[src/rtl/alu16_seq.sv]
`default_nettype none
// +----------------------------------------------------------------------+
// | alu16_seq : 16-bit add/subtract sequenced as two passes through an    |
// |             external 8-bit ALU (low byte, then high byte).            |
// | Revision  : 1.0                                                        |
// +----------------------------------------------------------------------+
module alu16_seq (
   input  logic        clk,
   input  logic        reset,
   input  logic        start,
   input  logic [1:0]  op,
   input  logic [15:0] a,
   input  logic [15:0] b,
   input  logic [7:0]  f_in,
   output logic        busy,
   output logic        done,
   output logic [15:0] result,
   output logic [7:0]  f_out,
   output logic [7:0]  alu_x,
   output logic [7:0]  alu_y,
   output logic [3:0]  alu_func,
   output logic [7:0]  alu_f_in,
   input  logic [7:0]  alu_out,
   input  logic [7:0]  alu_f
);

   localparam logic [3:0] ALU_FUNC_ADD = 4'h0;
   localparam logic [3:0] ALU_FUNC_ADC = 4'h1;
   localparam logic [3:0] ALU_FUNC_SUB = 4'h2;
   localparam logic [3:0] ALU_FUNC_SBC = 4'h3;

   localparam logic [1:0] OP_ADD16 = 2'b00;
   localparam logic [1:0] OP_ADC16 = 2'b01;
   localparam logic [1:0] OP_SBC16 = 2'b10;

   typedef enum logic [1:0] {
      ST_IDLE = 2'd0,
      ST_LO   = 2'd1,
      ST_HI   = 2'd2,
      ST_DONE = 2'd3
   } state_t;

   state_t      r_state;
   logic [15:0] r_a_q;
   logic [15:0] r_b_q;
   logic [1:0]  r_op_q;
   logic [7:0]  r_f_in_q;
   logic [7:0]  r_result_lo;
   logic        r_carry_lo;
   logic        r_zero_lo;
   logic [7:0]  w_hi_flags;
   logic        w_unused;

   // Only H, V and C are taken from the byte ALU; S and Z are rebuilt for 16 bits.
   assign w_unused = ^{alu_f[7:5], alu_f[3], alu_f[1]};

   function automatic logic [3:0] lo_func(input logic [1:0] o);
      case (o)
         OP_ADD16: lo_func = ALU_FUNC_ADD;
         OP_ADC16: lo_func = ALU_FUNC_ADC;
         OP_SBC16: lo_func = ALU_FUNC_SBC;
         default:  lo_func = ALU_FUNC_SUB;
      endcase
   endfunction

   always_comb begin
      w_hi_flags = 8'h00;
      if (r_op_q == OP_ADD16) begin
         w_hi_flags = {r_f_in_q[7], r_f_in_q[6], r_f_in_q[5], alu_f[4],
                       r_f_in_q[3], r_f_in_q[2], 1'b0, alu_f[0]};
      end else begin
         w_hi_flags = {alu_out[7], (alu_out == 8'h00) && r_zero_lo, r_f_in_q[5], alu_f[4],
                       r_f_in_q[3], alu_f[2], r_op_q[1], alu_f[0]};
      end
   end

   // ALU drive is registered: each transition loads the operands for the state being entered.
   always_ff @(posedge clk or posedge reset) begin
      if (reset) begin
         r_state     <= ST_IDLE;
         r_a_q       <= 16'h0000;
         r_b_q       <= 16'h0000;
         r_op_q      <= 2'b00;
         r_f_in_q    <= 8'h00;
         r_result_lo <= 8'h00;
         r_carry_lo  <= 1'b0;
         r_zero_lo   <= 1'b0;
         busy        <= 1'b0;
         done        <= 1'b0;
         result      <= 16'h0000;
         f_out       <= 8'h00;
         alu_x       <= 8'h00;
         alu_y       <= 8'h00;
         alu_func    <= ALU_FUNC_ADD;
         alu_f_in    <= 8'h00;
      end else begin
         case (r_state)
            ST_IDLE: begin
               if (start) begin
                  r_a_q    <= a;
                  r_b_q    <= b;
                  r_op_q   <= op;
                  r_f_in_q <= f_in;
                  alu_x    <= a[7:0];
                  alu_y    <= b[7:0];
                  alu_f_in <= f_in;
                  alu_func <= lo_func(op);
                  busy     <= 1'b1;
                  r_state  <= ST_LO;
               end
            end
            ST_LO: begin
               r_result_lo <= alu_out;
               r_carry_lo  <= alu_f[0];
               r_zero_lo   <= (alu_out == 8'h00);
               alu_x       <= r_a_q[15:8];
               alu_y       <= r_b_q[15:8];
               alu_f_in    <= {r_f_in_q[7:1], alu_f[0]};
               alu_func    <= r_op_q[1] ? ALU_FUNC_SBC : ALU_FUNC_ADC;
               r_state     <= ST_HI;
            end
            ST_HI: begin
               result   <= {alu_out, r_result_lo};
               f_out    <= w_hi_flags;
               alu_x    <= 8'h00;
               alu_y    <= 8'h00;
               alu_f_in <= 8'h00;
               alu_func <= ALU_FUNC_ADD;
               busy     <= 1'b0;
               done     <= 1'b1;
               r_state  <= ST_DONE;
            end
            ST_DONE: begin
               done    <= 1'b0;
               r_state <= ST_IDLE;
            end
            default: begin
               busy    <= 1'b0;
               done    <= 1'b0;
               r_state <= ST_IDLE;
            end
         endcase
      end
   end

endmodule
`default_nettype wire

[config.mk]
export PLATFORM = sky130hd
export DESIGN_NAME = alu16_seq
export DESIGN_NICKNAME = d
export VERILOG_FILES = /design/src/rtl/alu16_seq.sv
export SDC_FILE = /design/constraint.sdc
export NUM_CORES = 1
export LEC_CHECK = 0
export CAP_MARGIN = 0
export CORE_MARGIN = 1
export CORE_UTILIZATION = 47
export CTS_BUF_LIST = sky130_fd_sc_hd__clkbuf_8 sky130_fd_sc_hd__clkbuf_16
export DETAILED_ROUTE_END_ITERATION = 8
export GPL_ROUTABILITY_DRIVEN = 0
export PLACE_DENSITY = 0.76
export SLEW_MARGIN = 0
export SYNTH_ARGS = -nofsm -noshare
export SYNTH_HDL_FRONTEND = slang
export SYNTH_SLANG_ARGS = --single-unit
[constraint.sdc]
create_clock -name clk -period 3.45 [get_ports clk]
set_input_delay 0.5175 -clock clk [delete_from_list [all_inputs] [get_ports clk]]
set_output_delay 0.5175 -clock clk [all_outputs]
set_load 0.01 [all_outputs]
# Yosys cells after proc, flatten, opt, wreduce, memory -nomap -nowiden

Cells that the tools add are included.

Register bits: 107
Latch bits: 0
RAM bits: 0
ROM bits: 0
Bits of input ports: 61
Memories: 0

Add/subtract/negate cells: 0
$mul: 0
Divide/modulo/power cells: 0
$lt $le $gt $ge: 0
Equality and inequality tests: 6
Shift operators: 0
Multiplexer cells: 16
Bitwise gates (word level): 0
Reduce and logical (&&, ||, !) cells: 11

Operators by type and width:

| kind                 | count |
|---|---|
| $pmux W8 S3          | 3 |
| $mux W8              | 4 |
| $pmux W4 S3          | 1 |
| $logic_not A8 Y1     | 1 |
| $pmux W2 S4          | 1 |
| $eq A2 B2 Y1 const B | 3 |
| $logic_not A2 Y1     | 3 |
| $pmux W2 S3          | 1 |
| $reduce_and A2 Y1    | 3 |
| $eq A2 B1 Y1 const B | 2 |
| $mux W2              | 2 |
| $mux W4              | 1 |
| $pmux W1 S2          | 2 |
| $reduce_bool A2 Y1   | 2 |
| $reduce_bool A3 Y1   | 1 |
| $ne A2 B2 Y1 const B | 1 |
| $logic_and A1 B1 Y1  | 1 |
| $mux W1              | 1 |

# Logic depth before layout (Yosys ltp)

Depth in word-level cells: 4
Depth in mapped cells: 7
Depth with buffers taken out: 5

# Worst setup path after synthesis

Ideal clock, no wire load.

Kind: reg-to-reg
Start: register r_state[0]
End: register alu_func[1]
Library setup time: 118 ps
Data arrival time: 1,369 ps
Setup slack: 1,963 ps
Cell stages (with the launch flop): 7
Path buffers: 1
Clock period less this slack: 1,487 ps
Path through: dfrtp_1 -> inv_1 -> ha_1 -> buf_6 -> nor3_1 -> a211oi_1 -> a21o_1

Cells in the longest elaborated chain, start to end: 3
Elaborated cells between the ends (all ways): 7

Ends and longest elaborated chain:

| what                                                                       | line | source |
|---|---|---|
| start, declared                                                            | 43   | `state_t r_state;` |
| start signal, assigned                                                     | 80   | `r_state <= ST_IDLE;` |
| start signal, assigned                                                     | 109  | `r_state <= ST_LO;` |
| start signal, assigned                                                     | 120  | `r_state <= ST_HI;` |
| $eq A2 B2 Y1 (tied with other cells)                                       | 97   | `case (r_state)` |
| $reduce_bool A3 Y1 (no source line) / $ne A2 B2 Y1 (equally long branches) | -    |  |
| $reduce_and A2 Y1 (no source line)                                         | -    |  |
| end signal, assigned                                                       | 107  | `alu_func <= lo_func(op);` |
| end signal, assigned                                                       | 119  | `alu_func <= r_op_q[1] ? ALU_FUNC_SBC : ALU_FUNC_ADC;` |
| end, declared                                                              | 21   | `output logic [3:0] alu_func,` |

Parallel ways exist; a longest one is shown, timed or not.
A chain may end at the register's enable or synchronous reset.

# Worst setup path after layout

Ends and elaborated chain as after synthesis.

==> results_dict.tcl <==
set metrics [dict create \
    hpwl_mm 5.492 \
    cts_tree "yes" \
    cts_resized 0 \
    r2r_slack_ps 1420 \
    fin_tns_setup_ps 0 \
    track_usage_pct 19.86 \
    seq_area_frac_synth_pct 56.99 \
    critPathMaxFanout 28 \
    vdd_ir_drop_max_mv 0.9828 \
    finalInstanceArea_sq_mm 0.005176 \
    path_cells "inv_1, ha_2, buf_4, nor3_1, a211oi_1, a21o_1" \
    yosys.area_share.adder_pct 1.943 \
    rsz0062_at_grt "no" \
    wl_met3_um 281 \
    required_ps 3730 \
    cp-end-kind "register" \
    cts_root_buf "clkbuf_8" \
    arrival_ps 2310 \
    finalClockSkew_ps 9.650 \
    fp-row-count 32 \
    holdCritPathClass "register to register" \
    r2r-start "r_state[0]$_DFFE_PP0P_" \
    clock_sinks 88 \
    met2WireLength_mm 3.967 \
    cpLargestDelayFamily "adder cells" \
    design_power_total_mw 5.069 \
    timing.rr.end "alu_func[1]$_DFFE_PP0P_" \
    n_antenna_cell 0 \
    min-delay-start "alu_func[1]$_DFFE_PP0P_" \
    synth_top_family_by_area "multiplexers" \
    top_layer_used "met4" \
    vias_per_cell 5.120 \
    yosysUniqueCellTypes 28 \
    clk_latency_ps 350 \
    path_depth 6 \
    post_cts_buffers 0 \
    worst_slack_ps 1419 \
    grt_start_max_net_pins 54 \
    dp_cells 502 \
    status "finished clean" \
    relSlewSlack_pct 49.79 \
    core_area_sq_mm 0.007848 \
    endpoint "alu_func[1]$_DFFE_PP0P_" \
    startpoint "r_state[0]$_DFFE_PP0P_" \
    min_period_over_period_pct 58.88 \
    p_leak_nw 2.228 \
    final_cell_mix "clkdlybuf4s50_1 (107), dfrtp_1 (88), mux2_2 (36)" \
    crit_buf_inv 2 \
    clock.fmax_ghz 0.4923 \
    synth_simple_gate_area_share_pct 8.711 \
    numCtsBuffers 9 \
    routed_wl_mm 7.906 \
    path_clk_slew_ps 80 \
    setup_viol 0 \
    yosys_warnings 0 \
    grt_first_pass_wirelength_mm 13.16 \
    fin_cells 518 \
    antenna_found_initial 0 \
    die_h_um 92.67 \
    synthToLayoutAreaGrowth_pct 33.97 \
    drt-initial-drc-count 95 \
    holdBufCountCts 0 \
    startpoint_type "register" \
    first_global_vias 2677 \
    io_buffers 107 \
    fin_util_pct 65.96 \
    synth_xor_area_share_pct 0 \
    drcViolationCount 0 \
    first_pass_iters 4 \
    power.density_mw_per_mm2 979.3 \
    vias 2652 \
    placed_area_sq_mm 0.004964 \
    drive_above_1_share_pct 18.51 \
    synth_compound_area_share_pct 8.776 \
    synthesis.area_sq_mm 0.003864 \
    cap_violations 0 \
    syn_avg_cell_area_sq_um 12.50 \
    holdWs_ps 484.0 \
    wl_per_cell_um 15.26 \
    final_common_cell "clkdlybuf4s50_1" \
    hold_viol 0 \
    pin_count 115 \
    tightest_slew_ps 753.1 \
    grt-ovfl-total 0 \
    start_util_pct 49.23 \
    reg2reg_depth 6 \
    drv_slew 0 \
    wl_met1_mm 3.506 \
    critical_path_class "register to register" \
    ant_nets 0 \
    die-area_sq_mm 0.008587 \
    htree_levels 3 \
    die_w_um 92.67 \
    period_needed_ps 2031 \
    fin_nets 478 \
    syn_inst 309 \
    crit_path_max_incr_delay_ps 640 \
    dp_slack_ps 1377 \
    ctsLongestPathBuffers 2 \
    slowest_stage "ha_2" \
    ys_seq_elements 88 \
    synth.mux.area_fraction_pct 18.85 \
]
## logic make-up (layout without fill, tap and decap cells)
kind of cell / after synthesis / in the layout
DFF: 88 / 88
and+or+nand+nor: 68 / 68
AOI/OAI and AO/OA: 60 / 60
muxes: 58 / 58
buffers and inverters: 28 / 134
adders and majority gates: 6 / 6
other: 1 / 2
## worst reg2reg max path: cells and delay by family (launching register included)
kind | cells | cell delay [ps]
adders and majority gates | 1 | 640
buffers and inverters | 2 | 480
DFF | 1 | 400
AOI/OAI and AO/OA | 2 | 340
and+or+nand+nor | 1 | 120
## power breakdown
part	internal (mW)	switching, mW
Sequential	1.54	0.269
Combinational	1.32	1.18
Clock	0.403	0.350
Total	3.27	1.80
## cells in the mapped netlist (all sizes together)
| library cell | n | area (sq um) |
|---|---|---|
| a31oi | 25 | 156.4 |
| mux2 | 54 | 675.7 |
| nand2 | 31 | 123.9 |
| nor3 | 1 | 5.000 |
| inv | 6 | 22.52 |
| ha | 6 | 75.07 |
| nor4 | 2 | 12.51 |
| a21oi | 4 | 20.02 |
| mux2i | 4 | 52.55 |
| and2b | 1 | 7.510 |
| a211oi | 1 | 7.510 |
| conb | 1 | 3.750 |
| o31ai | 1 | 7.510 |
| nor2 | 7 | 26.28 |
| o21ai | 28 | 140.1 |
| nand3 | 1 | 5.000 |
| a21o | 1 | 7.510 |
| nor2b | 25 | 156.4 |
| dfrtp | 88 | 2202 |
| clkbuf | 4 | 17.52 |
| buf | 18 | 138.9 |
## how the worst min path moves through the flow
stage	cells past startpoint	slack (ps)	end
2_1_floorplan	2	450	r_op_q[0]$_DFFE_PP0P_
3_3_place_gp	1	460	alu_func[1]$_DFFE_PP0P_
3_5_place_dp	1	470	alu_func[1]$_DFFE_PP0P_
5_1_grt	2	510	alu_y[2]$_DFFE_PP0P_
6_report	1	480	alu_func[1]$_DFFE_PP0P_
4_1_cts	1	490	alu_func[1]$_DFFE_PP0P_
## cell type report
type,instances,area [sq um]
clock buffer,9,123.9
clock inverter,7,88.84
sequential,88,2202
timing repair buffer,112,1121
inverter,6,23.77
tap,102,127.6
fill,615,2671
multi-input combinational,194,1489
## layer usage
| layer | track usage (%) | vias up |
|---|---|---|
| li1 | - | 1274 |
| met1 | 26.41 | 1313 |
| met2 | 32.47 | 53 |
| met3 | 2.874 | 12 |
| met4 | 8.718 | 0 |
| met5 | 0 | - |
## flip-flops by register name (all words and copies together), names as in the netlist, 7 cells and up
register	count
result	16
r_result_lo	8
r_b_q	8
f_out	8
alu_f_in	8
alu_x	8
r_a_q	8
alu_y	8
r_f_in_q	7
(Power assumes the default switching activity.)
==> RTL edit 1, RTL diff (config.mk and constraints unchanged) <==
Register the input `f_in` before use, with the module's reset. The logic sees it one clock later. The other inputs are not delayed to match.
--- a/src/rtl/alu16_seq.sv
+++ b/src/rtl/alu16_seq.sv
@@ -40,4 +40,14 @@
       ST_DONE = 2'd3
    } state_t;
+
+   logic [7:0] f_q;
+
+   always_ff @(posedge clk or posedge reset) begin
+      if (reset) begin
+         f_q <= '0;
+      end else begin
+         f_q <= f_in;
+      end
+   end
 
    state_t      r_state;
@@ -101,8 +111,8 @@
                   r_b_q    <= b;
                   r_op_q   <= op;
-                  r_f_in_q <= f_in;
+                  r_f_in_q <= f_q;
                   alu_x    <= a[7:0];
                   alu_y    <= b[7:0];
-                  alu_f_in <= f_in;
+                  alu_f_in <= f_q;
                   alu_func <= lo_func(op);
                   busy     <= 1'b1;
Behaviour: not the same (Yosys sat finds a counterexample within 4 cycles, from zero or initial values and one cycle with reset high).
==> RTL edit 1 against the unedited design <==
Count of clock-buffer cells in the layout is the same. Non-clock buffer count grew 1. Largest cell class unchanged. Die area grew 4.9%. Sequential cell count grew 8. Final area grew 4.2%. Wire length grew 3.2%. Worst setup slack lost 99 ps. Area after synthesis grew 5.0%. Total power grew 3.3%.
==> RTL edit 1: results (changes against the unedited design) <==
Run status
  • Status: finished clean (unchanged)

Clock tree
  • Worst-Skew Late Latency: 360 ps
  • H-tree Lvls: 3 (unchanged)
  • Setup bufs post-CTS: 0 (unchanged)
  • CTS Buffer Depth: 2 (unchanged)
  • CTS root buf: clkbuf_8 (unchanged)
  • Hold_buf cts: 0 (unchanged)
  • Cts bufs inserted: 9 (unchanged)
  • Worst-path clk slew: 100 ps (was 80 ps)
  • Post_cts resized: 0 (unchanged)

Setup path
  • Critical path's largest stage delay: 680 ps (was 640 ps)
  • Cell at the slowest stage of the critical path: mux2i_4 (was ha_2)
  • WP data arrival: 2350 ps (was 2310 ps)
  • Max FO, Critical Path: 26 (was 28)
  • Delay-heaviest family, CP: multiplexers (was adder cells)

Detailed routing
  • Initial DRT Pass Iterations: 6 (was 4)
  • Via count: 2680 (was 2652)
  • DR iter-0 viols: 68 (was 95)
  • WL final: 8160 um (was 7910 um)

Synth
  • Synth top area cells: dfrtp_1 59%, mux2_2 10%, mux2_4 6.7%, nor2b_1 4.0%, a31oi_1 3.9% (was dfrtp_1 57%, mux2_2 10%, mux2_4 7.0%, a31oi_1 4.0%, nor2b_1 4.0%)
  • Area share of the largest cell type after synthesis: 0.592 (was 0.570)
  • Synth unique cells: 27 (was 28)
  • Commonest cells post-synth: 96 x dfrtp_1, 36 x mux2_2, 30 x nand2_1 (was 88 x dfrtp_1, 36 x mux2_2, 30 x nand2_1)
  • Sequential area share after synthesis: 0.592 (was 0.570)
  • Yosys warning total: 0 (unchanged)
  • Asr flop ratio synth: 1.00 (unchanged)

Layout
  • Ratio of cells with drive above 1 in the final layout: 0.186 (was 0.185)
  • Biggest register: result (unchanged)
  • Fin nets: 487 (was 478)
  • Fillers: 640 (was 615)
  • Max reg flops: 16 (unchanged)
  • Antenna Diode Count: 0 (unchanged)

GRT
  • First-pass GRT wire length: 13600 um (was 13200 um)
  • Largest net degree at the start of global routing: 76 (was 54)
  • Initial antenna violation count: 0 (unchanged)
  • Total GRT Usage: 0.201 (was 0.199)
  • Vias in the first global route: 2756 (was 2677)

Power
  • Leakage power total: 2.32 nW (was 2.23 nW)
  • Sw Share: 0.354 (was 0.355)
  • Peak VDD IR: 0.852 mV (was 0.983 mV)

Worst hold path
  • Worst hold path type: input port to asynchronous set/reset pin (was flop to flop)

Timing
  • Final Skew: 11.0 ps (was 9.65 ps)
  • Measured slew at the worst slew-check pin: 731 ps (was 753 ps)
  • Hold slack: 460 ps (was 484 ps)

Place
  • Detailed Place HPWL: 5630 um (was 5490 um)
  • DP Area: 0.00517 sq mm (was 0.00496 sq mm)
  • IO buf count: 107 (unchanged)
  • Pre-CTS setup slack: 1090 ps (was 1380 ps)
[RTL edit 1: metal layers]
layer  part of all wire  vias to the layer above  track usage
met4              0.017                        0       0.0846
li1                   -                     1296            -
met2               0.50                       55        0.324
met5                  0                        -            0
met3              0.029                       10       0.0338
met1               0.45                     1319        0.269
[RTL edit 1: kinds of logic after synthesis]
logic type | after synthesis | share of synthesized area
flops | 96 | 0.592
buf+inv | 28 | 0.0429
other cells | 1 | 0.000924
fa+ha+maj | 6 | 0.0185
mux | 58 | 0.179
simple gates | 68 | 0.0826
compound gates | 60 | 0.0836
[RTL edit 1: worst paths after layout]
path | startpoint | endpoint | slack, ps | depth (start not counted)
max in group asynchronous | reset | alu_f_in[3] | 2310 | 3
max reg2reg | r_state[0] | alu_x[5] | 1320 | 5
min in group clk | alu_y[7] | alu_y[7] | 490 | 2
max | r_state[0] | alu_x[5] | 1320 | 5
min | reset | result[7] | 460 | 2
min reg2reg | alu_y[7] | alu_y[7] | 490 | 2
[RTL edit 1: cell type report]
| cell class | count | area share |
|---|---|---|
| sequential | 96 | 0.445 |
| multi-input combinational | 194 | 0.276 |
| timing repair buffer | 113 | 0.209 |
| tap | 105 | 0.0244 |
| clock buffer | 9 | 0.0230 |
| clock inverter | 7 | 0.0176 |
| inverter | 6 | 0.00464 |
[RTL edit 1: power by group through the flow]
stage,combinational [mW],clock (mW),sequential [mW]
finish,2.51,0.801,1.92
global route,2.78,0.867,1.99
CTS,2.55,0.818,1.92
detailed placement,2.54,0,1.94
global placement,2.48,0,1.92
floorplan,1.60,0,2.02
[RTL edit 1: through the flow]
step            util  total power [mW]  std cells
3_5_place_dp   0.624              4.49        514
3_3_place_gp   0.624              4.40        514
5_1_grt        0.650              5.63        530
6_report       0.650              5.24        530
4_1_cts        0.650              5.29        530
2_1_floorplan      -              3.61        318
==> RTL edit 2, RTL diff (same flow settings) <==
Made on the original files. Re-encode `state_t` (4 states) as Gray code, 2 bits wide.
--- a/src/rtl/alu16_seq.sv
+++ b/src/rtl/alu16_seq.sv
@@ -35,8 +35,8 @@
 
    typedef enum logic [1:0] {
-      ST_IDLE = 2'd0,
-      ST_LO   = 2'd1,
-      ST_HI   = 2'd2,
-      ST_DONE = 2'd3
+      ST_IDLE = 2'b00,
+      ST_LO   = 2'b01,
+      ST_HI   = 2'b11,
+      ST_DONE = 2'b10
    } state_t;
 
Formal check against the unedited RTL: same outputs for any inputs over 10 cycles, from zero or initial values and one cycle with reset high; not proved beyond that.
==> RTL edit 2 against the unedited design <==
Worst hold slack better by 0.82 ps. Sequential cell count stayed put. Area after synthesis fell by 3.5%. Highest routed layer unchanged. Worst setup slack got worse by 310 ps. Total power shrank 10%. Synthesized cell count is 6.8% lower. Final area decreased by 2.6%. Via count shrank 2.5%. Critical path type unchanged. Wire length increased by 1.9%.
==> RTL edit 2: results (changes against the unedited design) <==
GRT
  • Met3 Use GR: 0.0310 (was 0.0287)
  • Met1 usage: 0.276 (was 0.264)
  • Met2 Usage GRT: 0.344 (was 0.325)
  • Total GRT Usage: 0.207 (was 0.199)
  • Vias in the first global route: 2684 (was 2677)
  • Largest net degree at the start of global routing: 52 (was 54)

Detailed routing
  • Via count: 2585 (was 2652)
  • DR iter-0 viols: 71 (was 95)
  • Routed WL per cell: 16.2 um (was 15.3 um)

Synth
  • Sequential area share after synthesis: 0.590 (was 0.570)
  • Commonest cells post-synth: 88 x dfrtp_1, 41 x nand2_1, 35 x mux2_2 (was 88 x dfrtp_1, 36 x mux2_2, 30 x nand2_1)
  • Synth top area cells: dfrtp_1 59%, mux2_2 11%, mux2_4 7.6%, a22o_1 4.5%, nand2_1 4.1% (was dfrtp_1 57%, mux2_2 10%, mux2_4 7.0%, a31oi_1 4.0%, nor2b_1 4.0%)

Setup path
  • R2R depth: 4 (was 6)
  • Delay-heaviest family, CP: flip-flops (was adder cells)
  • Setup crit end: f_out[6] (was alu_func[1])
  • Max FO, Critical Path: 25 (was 28)
  • Worst reg2reg endpoint: f_out[6] (was alu_func[1])
  • Internal reg-to-reg setup slack: 1110 ps (was 1420 ps)
  • Cell at the slowest stage of the critical path: dfrtp_1 (was ha_2)

Layout
  • Ratio of cells with drive above 1 in the final layout: 0.202 (was 0.185)
  • Fin nets: 454 (was 478)

Power
  • Peak VDD IR: 0.471 mV (was 0.983 mV)
  • Internal power: 3.03 mW (was 3.27 mW)

Timing
  • Fmax: 0.427 GHz (was 0.492 GHz)
  • Final Skew: 10.3 ps (was 9.65 ps)

Place
  • Pre-CTS setup slack: 898 ps (was 1380 ps)
  • Detailed Place HPWL: 5490 um (about the same)

Run status
  • Status: finished clean (unchanged)
-- RTL edit 2: layout make-up --
class                      count  area (sq um)
clock inverter                 6          43.8
timing repair buffer         113          1130
fill                         623          2650
sequential                    88          2200
inverter                       6          23.8
clock buffer                  10           138
tap                          102           128
multi-input combinational    173          1380
-- RTL edit 2: per-layer routing --
| layer | vias to the layer above | wire [um] |
|---|---|---|
| li1 | 1216 | - |
| met1 | 1284 | 3600 |
| met2 | 72 | 4000 |
| met3 | 13 | 327 |
| met4 | 0 | 135 |
| met5 | - | 0 |
-- RTL edit 2: cells by family (layout without fill, tap and decap cells) --
logic type | after synthesis | in the layout | synth area share
DFF | 88 | 88 | 0.590
AOI/OAI and AO/OA | 62 | 62 | 0.115
muxes | 56 | 56 | 0.188
and+or+nand+nor | 51 | 51 | 0.0577
buffers and inverters | 28 | 135 | 0.0413
adders and majority gates | 2 | 2 | 0.00671
other | 1 | 2 | 0.00101
-- RTL edit 2: worst reg2reg max path, delay by kind of cell (launching register included) --
kind / cells / cell delay [ps]
and+or+nand+nor: 2 / 860
AOI/OAI and AO/OA: 1 / 150
DFF: 1 / 880
buffers and inverters: 1 / 370
-- RTL edit 2: worst min path at each step --
stage                         from             end  slack (ps)  cells after the start
floorplan           r_result_lo[0]  r_result_lo[0]         480                      1
global placement              busy            busy         460                      1
detailed placement            busy            busy         470                      1
CTS                           busy            busy         490                      1
global route                  busy            busy         510                      1
finish                        busy            busy         480                      1
-- RTL edit 2: power groups by stage --
| stage | combinational, mW | sequential (mW) | clock, mW |
|---|---|---|---|
| 2_1_floorplan | 1.13 | 1.92 | 0 |
| 3_3_place_gp | 1.99 | 1.86 | 0 |
| 3_5_place_dp | 2.04 | 1.88 | 0 |
| 4_1_cts | 2.05 | 1.87 | 0.663 |
| 5_1_grt | 2.18 | 1.95 | 0.705 |
| 6_report | 2.02 | 1.87 | 0.647 |
-- RTL edit 2: per-stage QoR --
stage | instance area [sq um] | std cells
finish | 5040 | 498
global route | 5040 | 498
CTS | 5040 | 498
detailed placement | 4860 | 482
global placement | 4860 | 482
floorplan | 3730 | 289
